--- src/rtl/operand_fetch_stage.sv ---
// Operand fetch between decode and execute: imm/reg operands resolve in 1 cycle, memory operands add their ack wait.
// Accepts only in IDLE with a free output slot; out_* hold while out_valid && !out_ready.
module operand_fetch_stage #(
    parameter int DATA_W   = 16,
    parameter int OPC_W    = 8,
    parameter int REGSEL_W = 4
) (
    input  logic                clk,
    input  logic                rst,
    input  logic                flush,
    input  logic                in_valid,
    output logic                in_ready,
    input  logic [OPC_W-1:0]    opcode,
    input  logic [1:0]          mode1,
    input  logic [DATA_W-1:0]   op1,
    input  logic [1:0]          mode2,
    input  logic [DATA_W-1:0]   op2,
    output logic [REGSEL_W-1:0] rf_raddr1,
    input  logic [DATA_W-1:0]   rf_rdata1,
    output logic [REGSEL_W-1:0] rf_raddr2,
    input  logic [DATA_W-1:0]   rf_rdata2,
    output logic                mem_req,
    output logic [DATA_W-1:0]   mem_addr,
    input  logic                mem_ack,
    input  logic [DATA_W-1:0]   mem_rdata,
    output logic                out_valid,
    input  logic                out_ready,
    output logic [OPC_W-1:0]    out_opcode,
    output logic [DATA_W-1:0]   out_val1,
    output logic [DATA_W-1:0]   out_val2
);

    typedef enum logic [1:0] {
        S_IDLE   = 2'd0,
        S_FETCH1 = 2'd1,
        S_FETCH2 = 2'd2,
        S_DRAIN  = 2'd3
    } state_t;

    state_t              r_state;
    state_t              w_state_nxt;
    logic                r_out_valid;
    logic                r_mem_req;
    logic [DATA_W-1:0]   r_mem_addr;
    logic [DATA_W-1:0]   r_addr2;
    logic                r_mem2;
    logic [OPC_W-1:0]    r_out_opcode;
    logic [DATA_W-1:0]   r_out_val1;
    logic [DATA_W-1:0]   r_out_val2;

    logic                w_accept;
    logic                w_ack;
    logic                w_done;
    logic                w_issue2;
    logic [DATA_W-1:0]   w_val1;
    logic [DATA_W-1:0]   w_val2;
    logic [DATA_W-1:0]   w_addr1;
    logic [DATA_W-1:0]   w_addr2;

    assign rf_raddr1  = op1[REGSEL_W-1:0];
    assign rf_raddr2  = op2[REGSEL_W-1:0];
    assign in_ready   = (r_state == S_IDLE) && (!r_out_valid || out_ready) && !flush;
    assign w_accept   = in_valid && in_ready;
    assign w_ack      = r_mem_req && mem_ack;
    // Operand 2's request goes out one cycle after operand 1's ack drops the previous one.
    assign w_issue2   = (r_state == S_FETCH2) && !r_mem_req && !flush;

    assign w_val1  = (mode1 == 2'b00) ? op1 : rf_rdata1;
    assign w_val2  = (mode2 == 2'b00) ? op2 : rf_rdata2;
    assign w_addr1 = (mode1 == 2'b10) ? op1 : rf_rdata1;
    assign w_addr2 = (mode2 == 2'b10) ? op2 : rf_rdata2;

    assign mem_req    = r_mem_req;
    assign mem_addr   = r_mem_addr;
    assign out_valid  = r_out_valid;
    assign out_opcode = r_out_opcode;
    assign out_val1   = r_out_val1;
    assign out_val2   = r_out_val2;

    always_ff @(posedge clk) begin
        if (rst) r_state <= S_IDLE;
        else     r_state <= w_state_nxt;
    end

    always_comb begin
        w_state_nxt = r_state;
        w_done      = 1'b0;
        case (r_state)
            S_IDLE: begin
                if (w_accept) begin
                    if (mode1[1])      w_state_nxt = S_FETCH1;
                    else if (mode2[1]) w_state_nxt = S_FETCH2;
                end
            end
            S_FETCH1, S_FETCH2: begin
                if (flush) begin
                    w_state_nxt = (r_mem_req && !w_ack) ? S_DRAIN : S_IDLE;
                end else if (w_ack) begin
                    if (r_state == S_FETCH1 && r_mem2) begin
                        w_state_nxt = S_FETCH2;
                    end else begin
                        w_state_nxt = S_IDLE;
                        w_done      = 1'b1;
                    end
                end
            end
            S_DRAIN: begin
                if (w_ack) w_state_nxt = S_IDLE;
            end
            default: w_state_nxt = S_IDLE;
        endcase
    end

    always_ff @(posedge clk) begin
        if (rst) begin
            r_out_valid  <= 1'b0;
            r_mem_req    <= 1'b0;
            r_mem_addr   <= '0;
            r_addr2      <= '0;
            r_mem2       <= 1'b0;
            r_out_opcode <= '0;
            r_out_val1   <= '0;
            r_out_val2   <= '0;
        end else begin
            if (flush)
                r_out_valid <= 1'b0;
            else if ((w_accept && !mode1[1] && !mode2[1]) || w_done)
                r_out_valid <= 1'b1;
            else if (out_ready)
                r_out_valid <= 1'b0;

            if (w_accept) begin
                r_out_opcode <= opcode;
                r_out_val1   <= w_val1;
                r_out_val2   <= w_val2;
                r_addr2      <= w_addr2;
                r_mem2       <= mode2[1];
                if (mode1[1]) begin
                    r_mem_req  <= 1'b1;
                    r_mem_addr <= w_addr1;
                end else if (mode2[1]) begin
                    r_mem_req  <= 1'b1;
                    r_mem_addr <= w_addr2;
                end
            end

            if (w_ack) begin
                r_mem_req <= 1'b0;
                if (!flush && r_state == S_FETCH1) r_out_val1 <= mem_rdata;
                if (!flush && r_state == S_FETCH2) r_out_val2 <= mem_rdata;
            end

            if (w_issue2) begin
                r_mem_req  <= 1'b1;
                r_mem_addr <= r_addr2;
            end
        end
    end

endmodule
--- config.mk ---
export PLATFORM = sky130hd
export DESIGN_NAME = operand_fetch_stage
export DESIGN_NICKNAME = d
export VERILOG_FILES = /design/src/rtl/operand_fetch_stage.sv
export SDC_FILE = /design/constraint.sdc
export NUM_CORES = 1
export LEC_CHECK = 0
export ABC_AREA = 1
export CAP_MARGIN = 20
export CORE_ASPECT_RATIO = 1.1
export CORE_UTILIZATION = 47
export CTS_BUF_LIST = sky130_fd_sc_hd__clkbuf_2 sky130_fd_sc_hd__clkbuf_4 sky130_fd_sc_hd__clkbuf_8
export CTS_CLUSTER_DIAMETER = 30
export DETAILED_ROUTE_END_ITERATION = 8
export PLACE_DENSITY = 0.9
export SLEW_MARGIN = 20
export SYNTH_ARGS = -nofsm -noshare
export SYNTH_HDL_FRONTEND = slang
export SYNTH_SLANG_ARGS = --single-unit
--- constraint.sdc ---
create_clock -name clk -period 2.22 [get_ports clk]
set_input_delay 0.666 -clock clk [delete_from_list [all_inputs] [get_ports clk]]
set_output_delay 0.666 -clock clk [all_outputs]
set_load 0.03 [all_outputs]
* After elaboration in Yosys (flattened, before gate mapping)
Index checks and enable logic that the tools add are counted.
** Cells by class
- Eq/ne operators :: 9
- Mux-type cells :: 34
- Reduce and logical (&&, ||, !) cells :: 33
** Operators with widths (count)
- $mux 16 :: 14
- $mux 2 :: 8
- $logic_and 1x1->1 :: 12
- $mux 1 :: 11
- $eq 2x2->1 const B :: 4
- $logic_not 1->1 :: 6
- $logic_not 2->1 :: 3
- $ne 3x3->1 const B :: 2
- $pmux 2 s3 :: 1
- $reduce_bool 3->1 :: 2
- $ne 2x2->1 const B :: 2
- $reduce_and 2->1 :: 2
- $reduce_and 4->1 :: 1
- $reduce_bool 2->1 :: 2
- $reduce_bool 4->1 :: 1
- $reduce_or 2->1 :: 2
- $eq 2x1->1 const B :: 1
- $logic_or 1x1->1 :: 2
** Storage, ports and cells
- Bits in registers :: 77
- Output and inout port bits :: 67
- Bits of input ports :: 98
- Logic and storage cells :: 85

* Logic depth before layout (Yosys ltp)
- Word-level depth :: 9
- Gate-level depth with buffers :: 11
- Gate-level depth less buffers :: 10

* Worst setup path after synthesis
OpenSTA, ideal clock, no wires.
- Path kind :: input to output
- Start :: input port out_ready
- End :: output port in_ready
- Path buffers :: 0
- Stages on the path :: 4
- Required time :: 1.554 ns
- Slack :: 0.459 ns
- Arrival time :: 1.095 ns
- Cells stage by stage :: inv_1 nand2_1 nand2_1 inv_1
** Between the ends
- Longest elaborated chain between the ends :: 3
** RTL lines
- start, declared :: line 27 : input logic out_ready,
- $logic_or 1x1->1 :: line 62 : assign in_ready = (r_state == S_IDLE) && (!r_out_valid || out_ready) && !flush;
- $logic_and 1x1->1 (2 in a row) :: line 62
- end, declared :: line 12 : output logic in_ready,
Every way passes these cells.

* Worst setup path after layout
Same ends and word-level chain as after synthesis.

==> metrics.txt <==
number of instances in the synthesized netlist=777; Setup crit start kind=input pin; Final Hold Vio Count=0; die outline width=between 90 and 100 um; class of the tightest hold or removal check=reg -> reg; Crit Path Category=in -> out; Iter 0 DRT Violations=around 530; proportion of synthesized flip-flops having asynchronous set or reset=0%; Slowest Stage Delay on Critical Path=460 ps; library cell with the highest instance count after synthesis=sky130_fd_sc_hd__nand2_1; die boundary height=106 um; final critical-path share of the clock period=~97%; gpl congestion=just under 1; VDD IR-drop max=~0.00056 V; # setup viols final=0; io pins=roughly 170; fin util=between 70% and 80%; final worst path period need=between 2000 and 2500 ps; DP Wirelength=~12000 um; Die Area=between 10000 and 15000 um^2; number of synthesized flops with an enable pin=0; TritonCTS clock tree=yes; routed wire length=16200 um; initial antenna violation count=0; cell type group with the largest total delay on the critical path=buffers and inverters; Routed wire per std cell=around 15 um; clock-pin transition on the worst setup and hold timing paths=approximately 80 ps; fillcell total=770; fraction of post-synthesis cell area in the top cell type by area=33.4%; hold-fix buffer count after cts=0; Static Leak=around 3.2 nW; result of the run=finished, final reports clean; maximum operating frequency=between 400 and 500 MHz; cells along the critical path=clkdlybuf4s50_1 -> inv_1 -> nand2_2 -> nand2_1 -> inv_1 -> buf_4; cell type of the slowest stage on the worst timing path=sky130_fd_sc_hd__clkdlybuf4s50_1; slack of the critical path=about 73 ps; slew at the pin closest to its max-slew limit=roughly 610 ps; fraction of synthesized cell area in xor and xnor cells=0%; power density over the cells=766 nW/um^2; first-pass GRT wire length=25300 um; routed vias=between 5k and 6k; global-route total usage across every layer=around a third; vias per cell=about 5.4; Root Driver=sky130_fd_sc_hd__clkbuf_8; antenna diode count=0; top cells by count, synth=sky130_fd_sc_hd__nand2_1, sky130_fd_sc_hd__nand3_1, sky130_fd_sc_hd__nor2_1; number of search-and-repair iterations in the first detailed-routing pass=5; share of layout cells above drive strength 1=9.80%; area growth from synthesis to layout=47.5%; dominant combinational cell family by area after synthesis=simple AND/OR/NAND/NOR gates; floorplan core area=roughly 9400 um^2; post-detailed-route count of antenna-violating nets=0; worst endpoint required time=between 1500 and 2000 ps; RSZ-0062 raised after global routing=no; mux contribution to synthesized area=0%; capturing element type of the critical path=output port; data arrival time of the worst path=around 1500 ps; final global-route overflow total=0; number of distinct library cells after synthesis=28; area used by sequential logic in the layout=1540 um^2; sum of buffers and inverters on the critical path=4; detailed-route DRC error count=0; effective utilization at floorplan=between 40% and 50%; mean area per synthesized cell=around 5.9 um^2; H-tree depth=3; sequential-to-total area share from yosys stat=between 30% and 40%; maxcap violations=0; number of standard-cell rows in the floorplan=37; largest net degree at the start of global routing=38; worst-case clock skew=9.64 ps; total placed cells including tap cells=1048; fraction of the mapped netlist area in compound gates=13.5%; via count of the first global-routing pass=approximately 5.3k; clock buffers created by TritonCTS=9; most used flip-flop cell after synthesis=sky130_fd_sc_hd__dfxtp_1; post-synthesis instance area=4620 um^2; worst relative slew slack=59.0%; Crit Path Max Fanout=2; area share of fa/ha/maj cells after synthesis=approximately 1.1%; Worst Setup Slack post-DPL=-114 ps; Clock Latency Late Sink=roughly 360 ps; # clock sinks=77; dominant cells by area after synthesis=sky130_fd_sc_hd__dfxtp_1, sky130_fd_sc_hd__nand2_1, sky130_fd_sc_hd__nand3_1, sky130_fd_sc_hd__a21oi_1, sky130_fd_sc_hd__nor2_1; number of buffer cells added on primary ports=between 150 and 200; Slew Viols, Final=0; most frequent cell on the critical path=sky130_fd_sc_hd__inv_1; area taken by multi-input logic gates=roughly 2600 um^2; cell type with the largest total area after synthesis=sky130_fd_sc_hd__dfxtp_1; maximum count of clock buffers along a single path=2; warning count from the yosys run=0; Simple-Gate Fraction of Synth Area=a little over two fifths; post-synthesis net count=just under 900; number of nets in the layout=1046; #FFs+latches synth=77; non-filler instance count after layout=roughly 1.1k
[state kept, by name, summed over array words and instances, names as in the netlist]
register and cells:
out_opcode 8, mem_addr 16, r_addr2 16, mem_req 1
out_valid 1, out_val1 16, r_state 2, r_mem2 1
out_val2 16
[worst reg2reg max path: cells and delay by family, from the launching register on]
kind	cells	cell delay (ps)
AOI/OAI and AO/OA	2	370
buffers and inverters	4	590
DFF	1	330
adders and majority gates	1	180
and+or+nand+nor	3	320
[layout by cell type (no fill, tap or decap), types with 2 or more instances in the layout]
master / n
sky130_fd_sc_hd__bufinv_16: 2
sky130_fd_sc_hd__dfxtp_1: 77
sky130_fd_sc_hd__inv_1: 35
sky130_fd_sc_hd__clkbuf_8: 9
sky130_fd_sc_hd__o21ai_1: 3
sky130_fd_sc_hd__inv_2: 5
sky130_fd_sc_hd__nand3_1: 94
sky130_fd_sc_hd__nand2_1: 276
sky130_fd_sc_hd__or2_2: 3
sky130_fd_sc_hd__clkinv_1: 6
sky130_fd_sc_hd__clkdlybuf4s50_1: 154
sky130_fd_sc_hd__a21oi_1: 75
sky130_fd_sc_hd__nor2_2: 2
sky130_fd_sc_hd__nor2_1: 83
sky130_fd_sc_hd__o21ai_0: 45
sky130_fd_sc_hd__nand2_2: 3
sky130_fd_sc_hd__buf_12: 9
sky130_fd_sc_hd__clkinv_4: 2
sky130_fd_sc_hd__buf_4: 50
sky130_fd_sc_hd__ha_1: 3
[cell families (layout without fill, tap and decap cells)]
family          count (synthesis)  after routing
simple gates                  468            468
flops                          77             77
fa+ha+maj                       4              4
compound gates                124            124
buf+inv                       104            276
[path summary, 6_finish.rpt]
path,slack (ps),start,to,cells after the start
worst max-delay path,70,out_ready,in_ready,6
worst min-delay path,470,out_opcode[2]$_SDFFE_PP0P_,out_opcode[2]$_SDFFE_PP0P_,2
worst max register to register,390,r_state[0]$_SDFFE_PP0P_,out_val1[12]$_SDFF_PP0_,10
worst min register to register,470,out_opcode[2]$_SDFFE_PP0P_,out_opcode[2]$_SDFFE_PP0P_,2
[metrics by stage]
step / hold WS [ps] / total power, W / instance area [um^2] / TNS [ps]
final: 474 / 0.00522 / 6820 / 0
after global routing: 493 / 0.00552 / 6820 / 0
after CTS: 471 / 0.00517 / 6790 / 0
after detailed placement: 457 / 0.00396 / 6560 / -1180
after global placement: 450 / 0.00391 / 6560 / -238
after floorplan: 456 / 0.00305 / 4620 / 0
[final cells by class]
type | instances | area share (%)
flip-flops and latches | 77 | 22.6
inverters | 46 | 2.53
multi-input cells | 596 | 38.5
well taps | 117 | 2.15
clock inverters | 7 | 1.45
repair buffers | 214 | 31.0
clock buffers | 9 | 1.82
[where the power goes]
group          internal [W]  switching, W
Sequential          0.00157      0.000113
Combinational      0.000978       0.00136
Clock              0.000638      0.000557
[per-layer routing]
layer  part of all wire [%]  vias to the layer above  wire [um]  track usage, %
met5                      0                        -          0               0
met4                    3.7                        0        603            13.4
met3                    9.5                       55       1540            6.15
met2                     48                      336       7740            51.7
met1                     39                     2609       6330            41.5
li1                       -                     2802          -               -
[timing repair]
action	4_1_cts	5_1_grt
setup endpoints to repair	1	2
pin swaps	1	0
setup buffers	1	1
gates resized for setup	1	3
No activity file was read; power rests on OpenSTA's default activity.
==> variant, RTL diff (same settings) <==
`REGSEL_W`: 4 -> 3.
--- a/src/rtl/operand_fetch_stage.sv
+++ b/src/rtl/operand_fetch_stage.sv
@@ -4,5 +4,5 @@
     parameter int DATA_W   = 16,
     parameter int OPC_W    = 8,
-    parameter int REGSEL_W = 4
+    parameter int REGSEL_W = 3
 ) (
     input  logic                clk,
Interface: changed (resized rf_raddr1 and rf_raddr2); port bits go from 165 to 163. No check against the original RTL was run, so the function may have changed too.
==> variant against the unedited design <==
  * Wire length increased by 0.35%
  * Sequential power hardly changed
  * Final area shrank 0.97%
  * Critical path depth unchanged
  * Sequential cell count unchanged
  * Global-route usage is essentially flat
  * Synthesized area decreased by 0.32%
  * Power up 2.1%
  * Register-to-register slack improved by 0.14 ns
  * Critical endpoint unchanged
  * Setup slack got worse by 0.042 ns
  * Count of clock-buffer cells in the layout did not move
  * Non-clock buffer count is 12 lower
  * Fmax shrank 1.9%
  * Largest power group unchanged
==> variant: results (changes against the unedited design) <==
* Status: finished clean
* Met2 Use GR at 0.517 (about the same)
* Post-CTS setup buffer count at 0 (-1)
* RR Endpoint: r_state[0]
* Register area share after synthesis at 0.335 (+0.00109)
* Post-Syn Instances at 775 (-0.26%)
* Syn nets at 877 (-0.23%)
* Clock-cell share at 0.0365 (+0.00384)
* Placed Cells at 1,038 (-0.95%)
* First-pass GRT wire length at 25,100 um (-0.98%)
* R2R Setup Slk at 0.53 ns (+0.14 ns)
* Dpl hpwl at 11,900 um (-2.5%)
* Metal2 WL at 7750 um (+0.13%)
* Met3 Usage GRT at 0.0541 (-0.00740)
* Met3 wire length at 1530 um (-0.58%)
* Worst VDD drop at 0.549 mV (-2.5%)
* Layout cells sized above 1 at 0.0864 (-0.0116)
* Seq cells post-synth at 77 (unchanged)
* Largest net degree at the start of global routing at 58 (+53%)
* Hold Path End: out_opcode[1]
* Repair and plain buffers at 202 (-5.6%)
* Via count at 5,808 (+0.10%)
* Worst-margin pin slew at 0.570 ns (-0.0443 ns)
* RD Place Congestion at 0.920 (-5.1%)
* Multi-input combinational area share at 0.389 (+0.00378)
* Port bufs at 162 (-1.2%)
* Final Non-Filler Cells at 1,054 (-1.1%)
* Total global-route track usage at 0.321 (about the same)
* Met1 WL at 6400 um (+1.1%)
* GRT met1 Usage at 0.419 (+0.00397)
* DR iter-0 viols at 448 (-15%)
* Setup Skew at 0.00851 ns (-0.00113 ns)
* Place WS at -0.0925 ns (+0.0212 ns)
* Filler Cells Inserted at 769 (-0.13%)
* CP Data Arrival Time at 1.52 ns (+0.04 ns)
* Pleak at 3.11 nW (-1.9%)
* Leading post-synthesis cells by cell area: dfxtp_1, nand2_1, nand3_1
* Vias in the first global route at 5,277 (-0.98%)
* Worst hold margin at 0.467 ns (-0.00702 ns)
* Skew-Pair Late Insertion Delay at 0.36 ns (about the same)
* NonClk Buf Share at 0.299 (-0.0103)
* Hold_sp: out_opcode[1]
## variant: changes by cell type after synthesis, sizes merged
cell  unedited run  this run
buf             35        33
## variant: worst max-delay path: stages
cell and delay (ns):
clkdlybuf4s50_1 0.48, inv_1 0.05, nand2_2 0.06, nand2_1 0.06, inv_1 0.08, buf_6 0.13
## variant: worst max-delay path by stage
stage | to | slack (ns) | depth (start not counted)
floorplan | in_ready | 0.46 | 4
global placement | in_ready | -0.06 | 5
detailed placement | in_ready | -0.09 | 5
CTS | in_ready | 0.02 | 6
global route | in_ready | 0.009 | 6
finish | in_ready | 0.03 | 6
## variant: cells by family after synthesis
family / share of synthesized area
AO/OA/AOI/OAI: 0.135
adder cells (fa/ha/maj): 0.0109
flip-flops: 0.335
buffers and inverters: 0.0992
AND/OR/NAND/NOR: 0.420
## variant: where the power goes
part | switching, mW | total [mW] | internal, mW
Sequential | 0.112 | 1.68 | 1.57
Combinational | 1.36 | 2.31 | 0.954
Clock | 0.579 | 1.33 | 0.753
